===== config.mk =====
export PLATFORM = sky130hd
export DESIGN_NAME = timer_slave
export DESIGN_NICKNAME = d
export VERILOG_FILES = /design/src/rtl/timer_pkg.sv /design/src/rtl/timer_prescaler.sv /design/src/rtl/timer_slave.sv
export SDC_FILE = /design/constraint.sdc
export NUM_CORES = 1
export LEC_CHECK = 0
export ABC_CLOCK_PERIOD_IN_PS = 2500
export CORE_ASPECT_RATIO = 1.75
export CORE_MARGIN = 1.5
export CORE_UTILIZATION = 35
export CTS_BUF_LIST = sky130_fd_sc_hd__clkbuf_2
export CTS_CLUSTER_SIZE = 24
export DETAILED_ROUTE_END_ITERATION = 6
export HOLD_SLACK_MARGIN = 0.06
export PLACE_DENSITY = 0.5
export SLEW_MARGIN = 10
export SYNTH_ARGS = -nofsm -noshare
export SYNTH_HDL_FRONTEND = slang
export SYNTH_SLANG_ARGS = --single-unit
export TNS_END_PERCENT = 5

===== constraint.sdc =====
create_clock -name clk -period 2.5 [get_ports clk]
set_input_delay 0.5 -clock clk [delete_from_list [all_inputs] [get_ports clk]]
set_output_delay 0.5 -clock clk [all_outputs]
set_load 0.01 [all_outputs]

===== src/rtl/timer_pkg.sv =====
// Shared definitions for the timer peripheral: register byte offsets, CTRL/STATUS
// bit positions, handshake FSM states and the register-select decoder.
package timer_pkg;

   localparam logic [7:0] OFF_CTRL     = 8'h00;
   localparam logic [7:0] OFF_STATUS   = 8'h02;
   localparam logic [7:0] OFF_LOAD_HI  = 8'h04;
   localparam logic [7:0] OFF_LOAD_LO  = 8'h06;
   localparam logic [7:0] OFF_COUNT_HI = 8'h08;
   localparam logic [7:0] OFF_COUNT_LO = 8'h0A;
   localparam logic [7:0] OFF_PRESCALE = 8'h0C;

   localparam int CTRL_EN    = 0;
   localparam int CTRL_AUTO  = 1;
   localparam int CTRL_START = 2;
   localparam int CTRL_IE    = 3;
   localparam int STATUS_EXP = 0;

   typedef enum logic {
      ST_IDLE,
      ST_ACK
   } state_t;

   typedef enum logic [2:0] {
      SEL_CTRL,
      SEL_STATUS,
      SEL_LOAD_HI,
      SEL_LOAD_LO,
      SEL_COUNT_HI,
      SEL_COUNT_LO,
      SEL_PRESCALE,
      SEL_NONE
   } reg_sel_t;

   // Word-aligned decode: the byte-address LSB is a don't-care.
   function automatic reg_sel_t decode_addr(input logic [7:0] addr);
      reg_sel_t sel;
      casez (addr)
         {OFF_CTRL[7:1],     1'b?}: sel = SEL_CTRL;
         {OFF_STATUS[7:1],   1'b?}: sel = SEL_STATUS;
         {OFF_LOAD_HI[7:1],  1'b?}: sel = SEL_LOAD_HI;
         {OFF_LOAD_LO[7:1],  1'b?}: sel = SEL_LOAD_LO;
         {OFF_COUNT_HI[7:1], 1'b?}: sel = SEL_COUNT_HI;
         {OFF_COUNT_LO[7:1], 1'b?}: sel = SEL_COUNT_LO;
         {OFF_PRESCALE[7:1], 1'b?}: sel = SEL_PRESCALE;
         default:                   sel = SEL_NONE;
      endcase
      return sel;
   endfunction

   function automatic logic [15:0] merge_lanes(input logic [15:0] old_val,
                                                input logic [15:0] new_val,
                                                input logic        uds,
                                                input logic        lds);
      logic [15:0] mask;
      mask = {{8{uds}}, {8{lds}}};
      return (old_val & ~mask) | (new_val & mask);
   endfunction

endpackage


===== src/rtl/timer_prescaler.sv =====
// Clock divider for the timer: counts 0..prescale and emits a one-cycle tick
// on reaching prescale; held at zero while disabled or cleared.
module timer_prescaler (
   input  logic        clk,
   input  logic        reset,
   input  logic        en,
   input  logic        clr,
   input  logic [15:0] prescale,
   output logic        tick
);

   logic [15:0] pcnt;

   // Compare with >= so a PRESCALE rewritten below the running count wraps at once.
   assign tick = en && !clr && (pcnt >= prescale);

   always_ff @(posedge clk) begin
      if (reset || clr || !en) begin
         pcnt <= 16'd0;
      end else if (pcnt >= prescale) begin
         pcnt <= 16'd0;
      end else begin
         pcnt <= pcnt + 16'd1;
      end
   end

endmodule


===== src/rtl/timer_slave.sv =====
// 32-bit down-counting timer with prescaler behind the 16-bit uds/lds/ack bus.
// Define TIMER_IRQ_EN to add the registered irq output and a stored CTRL.IE bit.
module timer_slave
   import timer_pkg::*;
#(
   parameter logic [31:0] LOAD_RESET     = 32'hFFFF_FFFF,
   parameter logic [15:0] PRESCALE_RESET = 16'd0
) (
   input  logic        clk,
   input  logic        reset,
   input  logic [15:0] bus_write,
   output logic [15:0] bus_read,
   input  logic [7:0]  bus_addr,
   input  logic        bus_we,
   input  logic        bus_uds,
   input  logic        bus_lds,
   output logic        bus_ack
`ifdef TIMER_IRQ_EN
   ,
   output logic        irq
`endif
);

   state_t      state;
   state_t      state_nxt;
   logic        access;
   reg_sel_t    sel;
   logic        wr;
   logic        rd;
   logic        ctrl_wr;
   logic        start;
   logic        exp_clr;
   logic        tick;
   logic        tick_eff;
   logic        expire;
   logic        ctrl_en;
   logic        ctrl_auto;
   logic        status_exp;
   logic [31:0] load;
   logic [31:0] count;
   logic [15:0] count_lo_shadow;
   logic [15:0] prescale;
   logic [15:0] rd_mux;
   logic [15:0] rdata_q;
`ifdef TIMER_IRQ_EN
   logic        ctrl_ie;
`endif

   always_ff @(posedge clk) begin
      if (reset) begin
         state <= ST_IDLE;
      end else begin
         state <= state_nxt;
      end
   end

   // A transfer completes only after both strobes drop, so each one acts exactly once.
   always_comb begin
      state_nxt = state;
      case (state)
         ST_IDLE: if (bus_uds || bus_lds)    state_nxt = ST_ACK;
         ST_ACK:  if (!bus_uds && !bus_lds)  state_nxt = ST_IDLE;
         default:                            state_nxt = ST_IDLE;
      endcase
   end

   always_comb begin
      bus_ack  = (state == ST_ACK);
      access   = (state == ST_IDLE) && (bus_uds || bus_lds);
      bus_read = bus_ack ? rdata_q : 16'h0000;
   end

   assign sel      = decode_addr(bus_addr);
   assign wr       = access && bus_we;
   assign rd       = access && !bus_we;
   assign ctrl_wr  = wr && (sel == SEL_CTRL) && bus_lds;
   assign start    = ctrl_wr && bus_write[CTRL_START];
   assign exp_clr  = wr && (sel == SEL_STATUS) && bus_lds && bus_write[STATUS_EXP];
   // A CTRL write takes precedence over a coincident tick.
   assign tick_eff = tick && !ctrl_wr;
   assign expire   = tick_eff && (count == 32'd0);

   timer_prescaler u_prescaler (
      .clk      (clk),
      .reset    (reset),
      .en       (ctrl_en),
      .clr      (start),
      .prescale (prescale),
      .tick     (tick)
   );

   always_ff @(posedge clk) begin
      if (reset) begin
         ctrl_en   <= 1'b0;
         ctrl_auto <= 1'b0;
      end else if (ctrl_wr) begin
         ctrl_en   <= bus_write[CTRL_EN];
         ctrl_auto <= bus_write[CTRL_AUTO];
      end else if (expire && !ctrl_auto) begin
         ctrl_en   <= 1'b0;
      end
   end

`ifdef TIMER_IRQ_EN
   always_ff @(posedge clk) begin
      if (reset) begin
         ctrl_ie <= 1'b0;
         irq     <= 1'b0;
      end else begin
         if (ctrl_wr) ctrl_ie <= bus_write[CTRL_IE];
         irq <= status_exp && ctrl_ie;
      end
   end
`endif

   // Expiry beats a same-cycle W1C so an event is never lost.
   always_ff @(posedge clk) begin
      if (reset) begin
         status_exp <= 1'b0;
      end else if (expire) begin
         status_exp <= 1'b1;
      end else if (exp_clr) begin
         status_exp <= 1'b0;
      end
   end

   always_ff @(posedge clk) begin
      if (reset) begin
         count <= LOAD_RESET;
      end else if (start) begin
         count <= load;
      end else if (tick_eff) begin
         if (count != 32'd0) begin
            count <= count - 32'd1;
         end else if (ctrl_auto) begin
            count <= load;
         end
      end
   end

   always_ff @(posedge clk) begin
      if (reset) begin
         load     <= LOAD_RESET;
         prescale <= PRESCALE_RESET;
      end else if (wr) begin
         case (sel)
            SEL_LOAD_HI:  load[31:16] <= merge_lanes(load[31:16], bus_write, bus_uds, bus_lds);
            SEL_LOAD_LO:  load[15:0]  <= merge_lanes(load[15:0],  bus_write, bus_uds, bus_lds);
            SEL_PRESCALE: prescale    <= merge_lanes(prescale,    bus_write, bus_uds, bus_lds);
            default: ;
         endcase
      end
   end

   always_comb begin
      rd_mux = 16'h0000;
      case (sel)
         SEL_CTRL: begin
            rd_mux[CTRL_EN]   = ctrl_en;
            rd_mux[CTRL_AUTO] = ctrl_auto;
`ifdef TIMER_IRQ_EN
            rd_mux[CTRL_IE]   = ctrl_ie;
`endif
         end
         SEL_STATUS:   rd_mux[STATUS_EXP] = status_exp;
         SEL_LOAD_HI:  rd_mux = load[31:16];
         SEL_LOAD_LO:  rd_mux = load[15:0];
         SEL_COUNT_HI: rd_mux = count[31:16];
         SEL_COUNT_LO: rd_mux = count_lo_shadow;
         SEL_PRESCALE: rd_mux = prescale;
         default:      rd_mux = 16'h0000;
      endcase
   end

   // Reading COUNT_HI snapshots the low half so a HI-then-LO pair is coherent.
   always_ff @(posedge clk) begin
      if (reset) begin
         count_lo_shadow <= LOAD_RESET[15:0];
         rdata_q         <= 16'h0000;
      end else if (access) begin
         rdata_q <= rd ? rd_mux : 16'h0000;
         if (rd && (sel == SEL_COUNT_HI)) begin
            count_lo_shadow <= count[15:0];
         end
      end
   end

endmodule


==> flow_metrics.env <==
export IMPL_pwr_share_comb_pct=6.2
export IMPL_via_per_inst=5.49
export IMPL_grt_pass1_wl_mm=41.1
export IMPL_violations="setup timing"
export IMPL_routabilityCongestion=0.916
export IMPL_synth_edf_count=0
export IMPL_die_area_sq_mm=0.0215
export IMPL_peakVddDrop_mv=0.370
export IMPL_multi_input_area_sq_mm=0.00439
export IMPL_grt_use_total_pct=25.0
export IMPL_first_global_vias=7483
export IMPL_cts_tree="done"
export IMPL_dpl_hpwl_mm=20.2
export IMPL_wire_per_inst_microns=19.6
export IMPL_clock_skew_ns=0.0450
export IMPL_worstMarginPinSlew_ns=0.835
export IMPL_fill_cells=2051
export IMPL_initial_core_util_pct=35.6
export IMPL_grt_overflow_total=0
export IMPL_die_h_microns=193
export IMPL_h_tree_depth=4
export IMPL_grt_max_degree=38
export IMPL_worst_slack_ns=-0.0575
export IMPL_drt_initial_drc_count=376
export IMPL_final_common_cell="buf_4"
export IMPL_area_delta_synth_final_pct=31.2
export IMPL_max_cap_violations=0
export IMPL_ys_seq_area_share_pct=36.6
export IMPL_die_x_microns=112
export IMPL_synth_cell_types=68
export IMPL_fmax_mhz=391
export IMPL_drv_slew=0
export IMPL_p_sw_share_pct=26.4
export IMPL_leakage_nw=3.75
export IMPL_async_flop_share_pct=0
export IMPL_r2r_start="count[0]"
export IMPL_path_max_fanout=10
export IMPL_outcome="finished, violations left"
export IMPL_synth_area_sq_mm=0.00722
export IMPL_hold_path_class="primary input to flip-flop"
export IMPL_setup_viol=10
export IMPL_hold_viol=0
export IMPL_cts_root_buf="clkbuf_2"
export IMPL_core_area_sq_mm=0.0203
export IMPL_power_frac_seq_pct=54.3
export IMPL_internal_power_mw=2.87
export IMPL_syn_inst=912
export IMPL_cts_path_max_buffers=2
export IMPL_dp_slack_ns=-0.519
export IMPL_rsz0062_at_grt="true"
export IMPL_synth_fp_nets=960
export IMPL_switchingPower_mw=1.03
export IMPL_slew_headroom_pct=44.3
export IMPL_synth_ff_type="dfxtp_1"
export IMPL_nNetsFinal=1119
export IMPL_yosysWarnings=0
export IMPL_rows=69
export IMPL_fin_hold_ws_ns=0.320
export IMPL_routed_wl_mm=26.1
export IMPL_tns_ns=-0.334
export IMPL_num_io_pins=46
export IMPL_seqCellArea_sq_mm=0.00265
export IMPL_ys_ff_latch=132
export IMPL_finalCriticalPeriod_ns=2.56
export IMPL_port_buffers=44
export IMPL_drt_first_pass_iters=5
export IMPL_cts_buffers=17
export IMPL_cp_startpoint="count[0]"
export IMPL_drtAntennaViolNets=0
export IMPL_crit_type="flip-flop to flip-flop"
export IMPL_syn_area_per_cell_sq_um=7.92
export IMPL_min_period_over_period_pct=102
export IMPL_end_kind="flip-flop"
export IMPL_worstHoldStart="bus_write[14]"
export IMPL_power_per_cell_area_mw_per_mm2=411
export IMPL_clkPwrFrac_pct=39.5
export IMPL_num_vias=7320
export IMPL_critPathArrivalTime_ns=3.29
export IMPL_clock_latency_ns=0.79
export IMPL_drive_gt1_share_pct=24.4
export IMPL_antenna_found_initial=1
export IMPL_clock_sinks=132
export IMPL_mostFrequentLayoutCells="buf_4, nand2_1, dfxtp_1"
export IMPL_cp_start_kind="flip-flop"
export IMPL_drc=0
export IMPL_clkTransAtPathRegs_ns=0.23
export IMPL_required_ns=3.24
==> stage by stage <==
stage	util (%)	power, mW	instances	area, sq um
floorplan	-	2.26	912	7220
global placement	43.9	2.39	1294	8910
detailed placement	43.9	2.39	1294	8910
CTS	46.1	3.94	1330	9340
global route	46.7	4.05	1333	9480
finish	46.7	3.89	1333	9480
==> cells by family (layout without fill, tap and decap cells) <==
family | after synthesis | in the layout | share of synthesized area (%)
other | 0 | 1 | 0
multiplexers | 42 | 42 | 5.82
AO/OA/AOI/OAI | 213 | 213 | 19.6
XOR/XNOR | 14 | 14 | 1.70
buffers and inverters | 89 | 261 | 5.59
adder cells (fa/ha/maj) | 19 | 19 | 3.29
flip-flops | 132 | 132 | 36.6
AND/OR/NAND/NOR | 403 | 403 | 27.4
==> layer usage <==
metal | vias to the layer above | part of all wire [%] | GRT usage (%)
met5 | - | 0 | 0
met4 | 0 | 4.6 | 13.7
met3 | 73 | 3.1 | 4.28
met2 | 187 | 53 | 46.6
met1 | 3468 | 39 | 26.7
li1 | 3592 | - | -
==> cell usage after synthesis (4+ instances only) <==
cell type	instances	area (sq um)
o21ai_1	4	20.0
or3_1	5	31.3
or4_1	6	45.0
buf_2	11	55.1
nor4_1	9	56.3
a311oi_1	7	61.3
o211ai_1	13	97.6
a31oi_1	12	75.1
or2_2	7	43.8
a22oi_1	31	233
nor3_1	21	105
buf_6	6	67.6
inv_1	29	109
nand3_1	63	315
mux2i_1	42	420
nor2_1	103	387
xnor2_1	6	52.6
nand2_1	123	462
clkbuf_1	37	139
and2_1	19	119
a32oi_1	5	43.8
xor2_1	8	70.1
ha_1	19	238
nand4_1	14	87.6
and3_1	5	31.3
a311oi_2	5	75.1
a21oi_1	62	310
o21ai_0	40	200
dfxtp_1	132	2640
a21oi_2	10	87.6
==> power by group through the flow <==
| stage | clock network, mW | logic (mW) | registers (mW) |
|---|---|---|---|
| after floorplan | 0 | 0.102 | 2.15 |
| after global placement | 0 | 0.238 | 2.15 |
| after detailed placement | 0 | 0.237 | 2.15 |
| after CTS | 1.58 | 0.242 | 2.11 |
| after global routing | 1.67 | 0.260 | 2.12 |
| final | 1.54 | 0.242 | 2.11 |
==> worst max-delay path, stage by stage, from the launching register on <==
cell	delay, ns
dfxtp_1	0.36
inv_1	0.07
ha_1	0.14
or4b_4	0.50
nand3b_1	0.30
or4_4	0.54
o211ai_2	0.15
nand2_4	0.17
buf_12	0.18
a21oi_2	0.12
==> worst paths after layout <==
| check | slack [ns] | to | cells past startpoint |
|---|---|---|---|
| worst max-delay path | -0.06 | count[14] | 9 |
| worst min-delay path | 0.32 | flip-flop | 3 |
| worst max register to register | -0.06 | count[14] | 9 |
| worst min register to register | 0.50 | count_lo_shadow[8] | 2 |
==> layout make-up <==
type / count / share of cell area (%)
Antenna cell: 1 / 0.0264
Clock buffer: 18 / 0.951
Timing Repair Buffer: 200 / 18.3
Multi-Input combinational cell: 691 / 46.3
Tap cell: 248 / 3.27
Clock inverter: 14 / 1.97
Sequential cell: 132 / 28.0
Inverter: 29 / 1.15
==> what timing repair did <==
item / 4_1_cts / 5_1_grt
setup endpoints to repair: 50 / 33
hold endpoints to repair: 3 / 0
hold buffers: 1 / 0
gates resized for setup: 45 / 23
buffers inserted: 3 / 3
pin swaps: 13 / 6
Power figures use the tool's default switching activity.
==> edit 1, RTL diff (same flow settings) <==
The option `TIMER_IRQ_EN` is turned on by a define.
--- a/src/rtl/timer_slave.sv
+++ b/src/rtl/timer_slave.sv
@@ -2,2 +2,4 @@
 // Define TIMER_IRQ_EN to add the registered irq output and a stored CTRL.IE bit.
+`define TIMER_IRQ_EN
+
 module timer_slave
Check against the original RTL (old outputs only; new: irq): not equivalent (a bounded check fails within 4 cycles, from zero or initial values and one cycle with reset high).
==> edit 1 against the unedited design <==
- area after synthesis down 1.5%
- clock skew decreased by 0.0067 ns
- count of clock-buffer cells in the layout increased by 1
- global-route usage decreased by 0.76 points
- sequential cell count is 2 higher
- power increased by 1.5%
- non-clock buffer count decreased by 44
- via count fell by 3.1%
- routed wire length down 2.8%
- cell area down 5.8%
- worst setup slack gained 0.14 ns
==> edit 1: results (changes against the unedited design) <==
stage,metric,value,unit,change
run_status,outcome,completed,,
logic_synthesis,Synth async-reset ratio,0,%,unchanged
power_and_ir_drop,Leakage Power,3.442,nW,-8.3%
worst_setup_path,Crit path max-delay family,simple AND/OR/NAND/NOR gates,,
worst_setup_path,critical path arrival,3.15,ns,-0.14 ns
worst_setup_path,Worst Reg-to-Reg Cells,8,,-1
logic_synthesis,post-synthesis sequential area ratio,37.70,%,+1.1 points
finish,Nets,1079,,-3.6%
power_and_ir_drop,combinational share of power,6.3,%,
hold_path,Hold Path Class,in2reg,,
placement,Routability Congestion,0.8889,,-2.9%
drt,post-DR wirelength/cell,19.68,um,+0.45%
clock_network,Clock Path Buffers,2,,unchanged
logic_synthesis,Synth cell types,59,,-13%
logic_synthesis,Mapped Nets,962,,+0.21%
grt,global-route wire length before repair,39.44,mm,-4.1%
logic_synthesis,Compound-Gate Fraction of Synth Area,20.73,%,+1.1 points
logic_synthesis,ys flop type,dfxtp_1,,
clock_network,CTS buffer count,17,,unchanged
drt,DR pass1 iterations,5,,unchanged
placement,Port Buffer Count,45,,+2.3%
drt,first-iteration detailed-routing DRC count,440,,+17%
grt,largest net degree at the start of global routing,92,,+140%
placement,dpl hpwl,18.54,mm,-8.3%
logic_synthesis,Synth top cells by count,"nand2_1, dfxtp_1, a21oi_1",,
clock_network,CTS root buf,clkbuf_2,,
finish,share of layout cells above drive strength 1,17.62,%,-6.7 points
hold_path,worst hold path depth,3,,unchanged
clock_network,Worst-Skew Late Latency,0.80,ns,
logic_synthesis,XOR/XNOR Fraction of Synth Area,1.723,%,+0.026 points
power_and_ir_drop,peak supply drop,0.0003323,V,-10%
grt,initial antenna violation count,1,,unchanged
power_and_ir_drop,Power Combinational,0.249,mW,+3%
logic_synthesis,yosys warns,0,,unchanged
hold_path,worst hold endpoint,bus_ack,,
hold_path,hold_sp,bus_uds,,
logic_synthesis,multiplexer share of the synthesized area,1.969,%,-3.8 points
timing,relative slew slack,62.39,%,+18 points
timing,clk_skew,0.03828,ns,-0.006731 ns
grt,GRT Overall Usage,24.24,%,-0.76 points
drt,Vias/cell,5.501,,+0.17%
worst_setup_path,"Slowest-stage cell, CP",or4_1,,
finish,filler instances,2073,,+1.1%
grt,number of global-route vias before repair,7113,,-4.9%
worst_setup_path,max incr delay on CP,0.52,ns,-0.02 ns
worst_setup_path,reg-to-reg endpoint,count[21],,
worst_setup_path,worst-path maximum fanout,13,,+3
clock_network,Worst-path clk slew,0.23,ns,about the same
power_and_ir_drop,Pint,2.913,mW,+1.6%
worst_setup_path,worst reg-to-reg setup slack,0.08,ns,+0.14 ns
logic_synthesis,Adder-Cell Fraction of Synth Area,3.341,%,+0.050 points
power_and_ir_drop,clock distribution power,1.56,mW,
logic_synthesis,Synth area leaders,"dfxtp_1, nand2_1, a21oi_1",,
clock_network,H-tree depth,4,,unchanged
worst_setup_path,RR Startpoint,count[3],,
## edit 1: how the worst max path moves through the flow
stage                            from   endpoint  slack, ns  cells after the start
after floorplan               bus_lds  count[18]       0.06                      9
after global placement        bus_lds  count[13]      -0.28                     10
after detailed placement  bus_addr[4]  count[17]      -0.32                      9
after CTS                        flop  count[28]      -0.02                     11
after global routing        count[21]  count[23]     -0.008                      7
final                        count[3]  count[21]       0.08                      8
## edit 1: repair_timing
action,CTS,global route
pin swaps,0,7
hold buffers,1,0
resized for setup,26,22
endpoints found under the hold margin,1,0
setup buffers,0,2
setup endpoints to repair,46,34
cloned,1,1
## edit 1: area by class of cell
class | instances | area [um^2] | share of cell area, %
clock buffer | 19 | 95.09 | 1.065
tap | 245 | 306.5 | 3.434
inverter | 26 | 97.59 | 1.093
antenna | 1 | 2.502 | 0.02803
sequential | 134 | 2695 | 30.19
multi-input combinational | 696 | 4135 | 46.33
clock inverter | 13 | 180.2 | 2.019
timing repair buffer | 156 | 1414 | 15.84
## edit 1: metal layers
layer	wire length [um]	vias to the layer above	GRT usage, %	part of all wire [%]
met5	0	-	0	0
met4	939	0	11.64	3.7
met3	928	61	3.471	3.7
met2	13090	211	43.23	52
met1	10430	3355	28.47	41
li1	-	3469	-	-
## edit 1: through the flow
stage          hold slack [ns]  worst slack, ns  cell area (um^2)  TNS (ns)  instances
6_report                0.3322          0.08498              8926         0       1290
5_1_grt                 0.3206        -0.008488              8926  -0.01864       1290
4_1_cts                 0.2752         -0.01764              8797  -0.02236       1286
3_5_place_dp            0.4562          -0.3154              8494    -23.00       1252
3_3_place_gp            0.4482          -0.2823              8494    -20.50       1252
2_1_floorplan           0.4235          0.06319              7116         0        914
==> edit 2, RTL diff (same settings) <==
Made on the original files. Set the package constant `OFF_COUNT_HI` to 8'h07 (it was 8'h08).
--- a/src/rtl/timer_pkg.sv
+++ b/src/rtl/timer_pkg.sv
@@ -8,3 +8,3 @@
    localparam logic [7:0] OFF_LOAD_LO  = 8'h06;
-   localparam logic [7:0] OFF_COUNT_HI = 8'h08;
+   localparam logic [7:0] OFF_COUNT_HI = 8'h07;
    localparam logic [7:0] OFF_COUNT_LO = 8'h0A;
Function: changed (Yosys sat finds a counterexample within 4 cycles, from zero or initial values and one cycle with reset high).
==> edit 2 against the unedited design <==
- the flow still finishes with violations (negative setup slack)
- largest power group unchanged
- routed wire length is 15% lower
- power decreased by 12%
- sequential cell count is the same
- worst setup slack got worse by 0.15 ns
- largest cell class unchanged
- cell area shrank 8.3%
- fmax fell by 5.6%
- synthesized cell count decreased by 17%
- area after synthesis shrank 9.4%
==> edit 2: results (changes against the unedited design) <==
stage,metric,value,unit,change
run_status,outcome,finished with violations,,
run_status,violated checks,negative setup slack,,
logic_synthesis,"Avg Cell Area, Syn",8.604,um^2,+8.6%
worst_setup_path,worst-path maximum fanout,11,,+1
timing,final setup vio count,31,,+21
power_and_ir_drop,Leakage Power,3.485,nW,-7.2%
grt,number of global-route vias before repair,6499,,-13%
grt,GRT Overall Usage,23.38,%,-1.6 points
finish,Nets,980,,-12%
power_and_ir_drop,peak supply drop,0.0002224,V,-40%
placement,dpl hpwl,17.65,mm,-13%
worst_setup_path,max incr delay on CP,0.56,ns,+0.02 ns
logic_synthesis,Synth top cells by count,"dfxtp_1, nor2_1, nand2_1",,
worst_setup_path,"Slowest-stage cell, CP",or4_4,,
clock_network,Worst-path clk slew,0.21,ns,-0.02 ns
drt,Via Count,6295,,-14%
worst_setup_path,reg-to-reg endpoint,count[22],,
logic_synthesis,Synth cell types,73,,+7.4%
drt,met2 wire len,12.13,mm,-13%
finish,filler instances,1838,,-10%
logic_synthesis,Mapped Nets,809,,-16%
drt,Vias/cell,5.326,,-3.0%
drt,met1 WL,8.075,mm,-21%
worst_setup_path,RR Startpoint,count[17],,
grt,largest net degree at the start of global routing,41,,+7.9%
hold_path,Hold Path Class,in2reg,,
logic_synthesis,Synth area leaders,"dfxtp_1, mux2i_1, nor2_1",,
timing,WHS,0.2656,ns,-0.05472 ns
worst_setup_path,critical path arrival,3.35,ns,+0.06 ns
hold_path,hold_sp,reset,,
timing,setup TNS,-3.281,ns,-2.946 ns
finish,share of layout cells above drive strength 1,25.03,%,+0.67 points
drt,routed wl met3,640,um,-20%
drt,post-DR wirelength/cell,18.72,um,-4.5%
placement,Routability Congestion,0.9427,,+2.9%
worst_setup_path,Worst Reg-to-Reg Cells,7,,-2
grt,global-route wire length before repair,34.55,mm,-16%
logic_synthesis,share of the synthesized area in the top cell type,40.36,%,+3.8 points
clock_network,Worst-Skew Late Latency,0.71,ns,-0.08 ns
placement,dpl cells,1147,,-11%
timing,clk_skew,0.03506,ns,-0.009947 ns
timing,setup ws final,-0.2103,ns,-0.1529 ns
drt,DR pass1 iterations,6,,+1
power_and_ir_drop,Sw Ratio,26.24,%,-0.11 points
drt,first-iteration detailed-routing DRC count,455,,+21%
logic_synthesis,post-synthesis sequential area ratio,40.36,%,+3.8 points
timing,worst-margin pin slew,0.7246,ns,-0.1101 ns
## edit 2: cell types whose count changed after synthesis, moves of 10 or more
cell | before | now
a21oi_2 | 10 | 0
or2_2 | 7 | 19
o211ai_1 | 13 | 3
a21oi_1 | 62 | 13
nand2_1 | 123 | 72
a222oi_1 | 0 | 16
nand3_1 | 63 | 36
## edit 2: stage by stage
stage / utilization (%) / area [um^2] / total power [mW] / setup WS (ns)
final: 46.98 / 8690 / 3.444 / -0.2103
after global routing: 46.98 / 8690 / 3.584 / -0.2910
after CTS: 46.36 / 8576 / 3.483 / -0.2918
after detailed placement: 44.95 / 8314 / 2.355 / -0.4851
after global placement: 44.95 / 8314 / 2.353 / -0.4615
after floorplan: - / 6609 / 2.228 / -0.2341
## edit 2: timing repair
item                                    CTS  global route
hold buffers                              0             0
gates resized for setup                  13            35
pin swaps                                10             6
endpoints found under the setup margin   49            48
buffers inserted                          3             1
## edit 2: logic make-up (layout without fill, tap and decap cells)
family | count (synthesis) | count (layout) | share of synthesized area, %
AND/OR/NAND/NOR | 326 | 326 | 25.51
AO/OA/AOI/OAI | 158 | 158 | 17.41
flip-flops | 132 | 132 | 40.36
buffers and inverters | 64 | 246 | 3.879
multiplexers | 46 | 46 | 7.070
adder cells (fa/ha/maj) | 19 | 19 | 3.631
XOR/XNOR | 16 | 16 | 2.140
other | 0 | 1 | 0
## edit 2: worst max path at each step
stage                           start         to  slack (ns)  cells after the start
after global routing        count[17]  count[22]       -0.29                      7
after detailed placement  bus_addr[4]  count[29]       -0.49                     10
final                       count[17]  count[22]       -0.21                      7
after CTS                   count[17]  count[17]       -0.29                      9
after global placement    bus_addr[4]  count[29]       -0.46                     10
after floorplan           bus_addr[4]  count[25]       -0.23                     10
## edit 2: layout make-up
cell class	count	area, um^2	share of cell area [%]
Multi-Input combinational cell	565	3770	43.38
Sequential cell	132	2649	30.48
Timing Repair Buffer	193	1702	19.58
Tap cell	238	297.8	3.427
Clock inverter	12	92.59	1.066
Clock buffer	18	90.09	1.037
Inverter	23	86.33	0.9935
Antenna cell	1	2.502	0.02880
## edit 2: worst min-delay path: stages
cell    delay [ns]
buf_2         0.10
buf_4         0.26
a21o_1        0.11
## edit 2: power groups by stage
stage          logic [mW]  registers [mW]  clock network, mW
6_report            0.204            2.11               1.13
5_1_grt             0.216            2.12               1.25
4_1_cts             0.202            2.11               1.17
3_5_place_dp        0.199            2.16                  0
3_3_place_gp        0.197            2.16                  0
2_1_floorplan      0.0718            2.16                  0
## edit 2: per-layer routing
layer,GRT usage (%),vias to the layer above
met4,14.05,0
met3,3.580,67
li1,-,3096
met1,22.94,2956
met5,0,-
met2,45.06,176
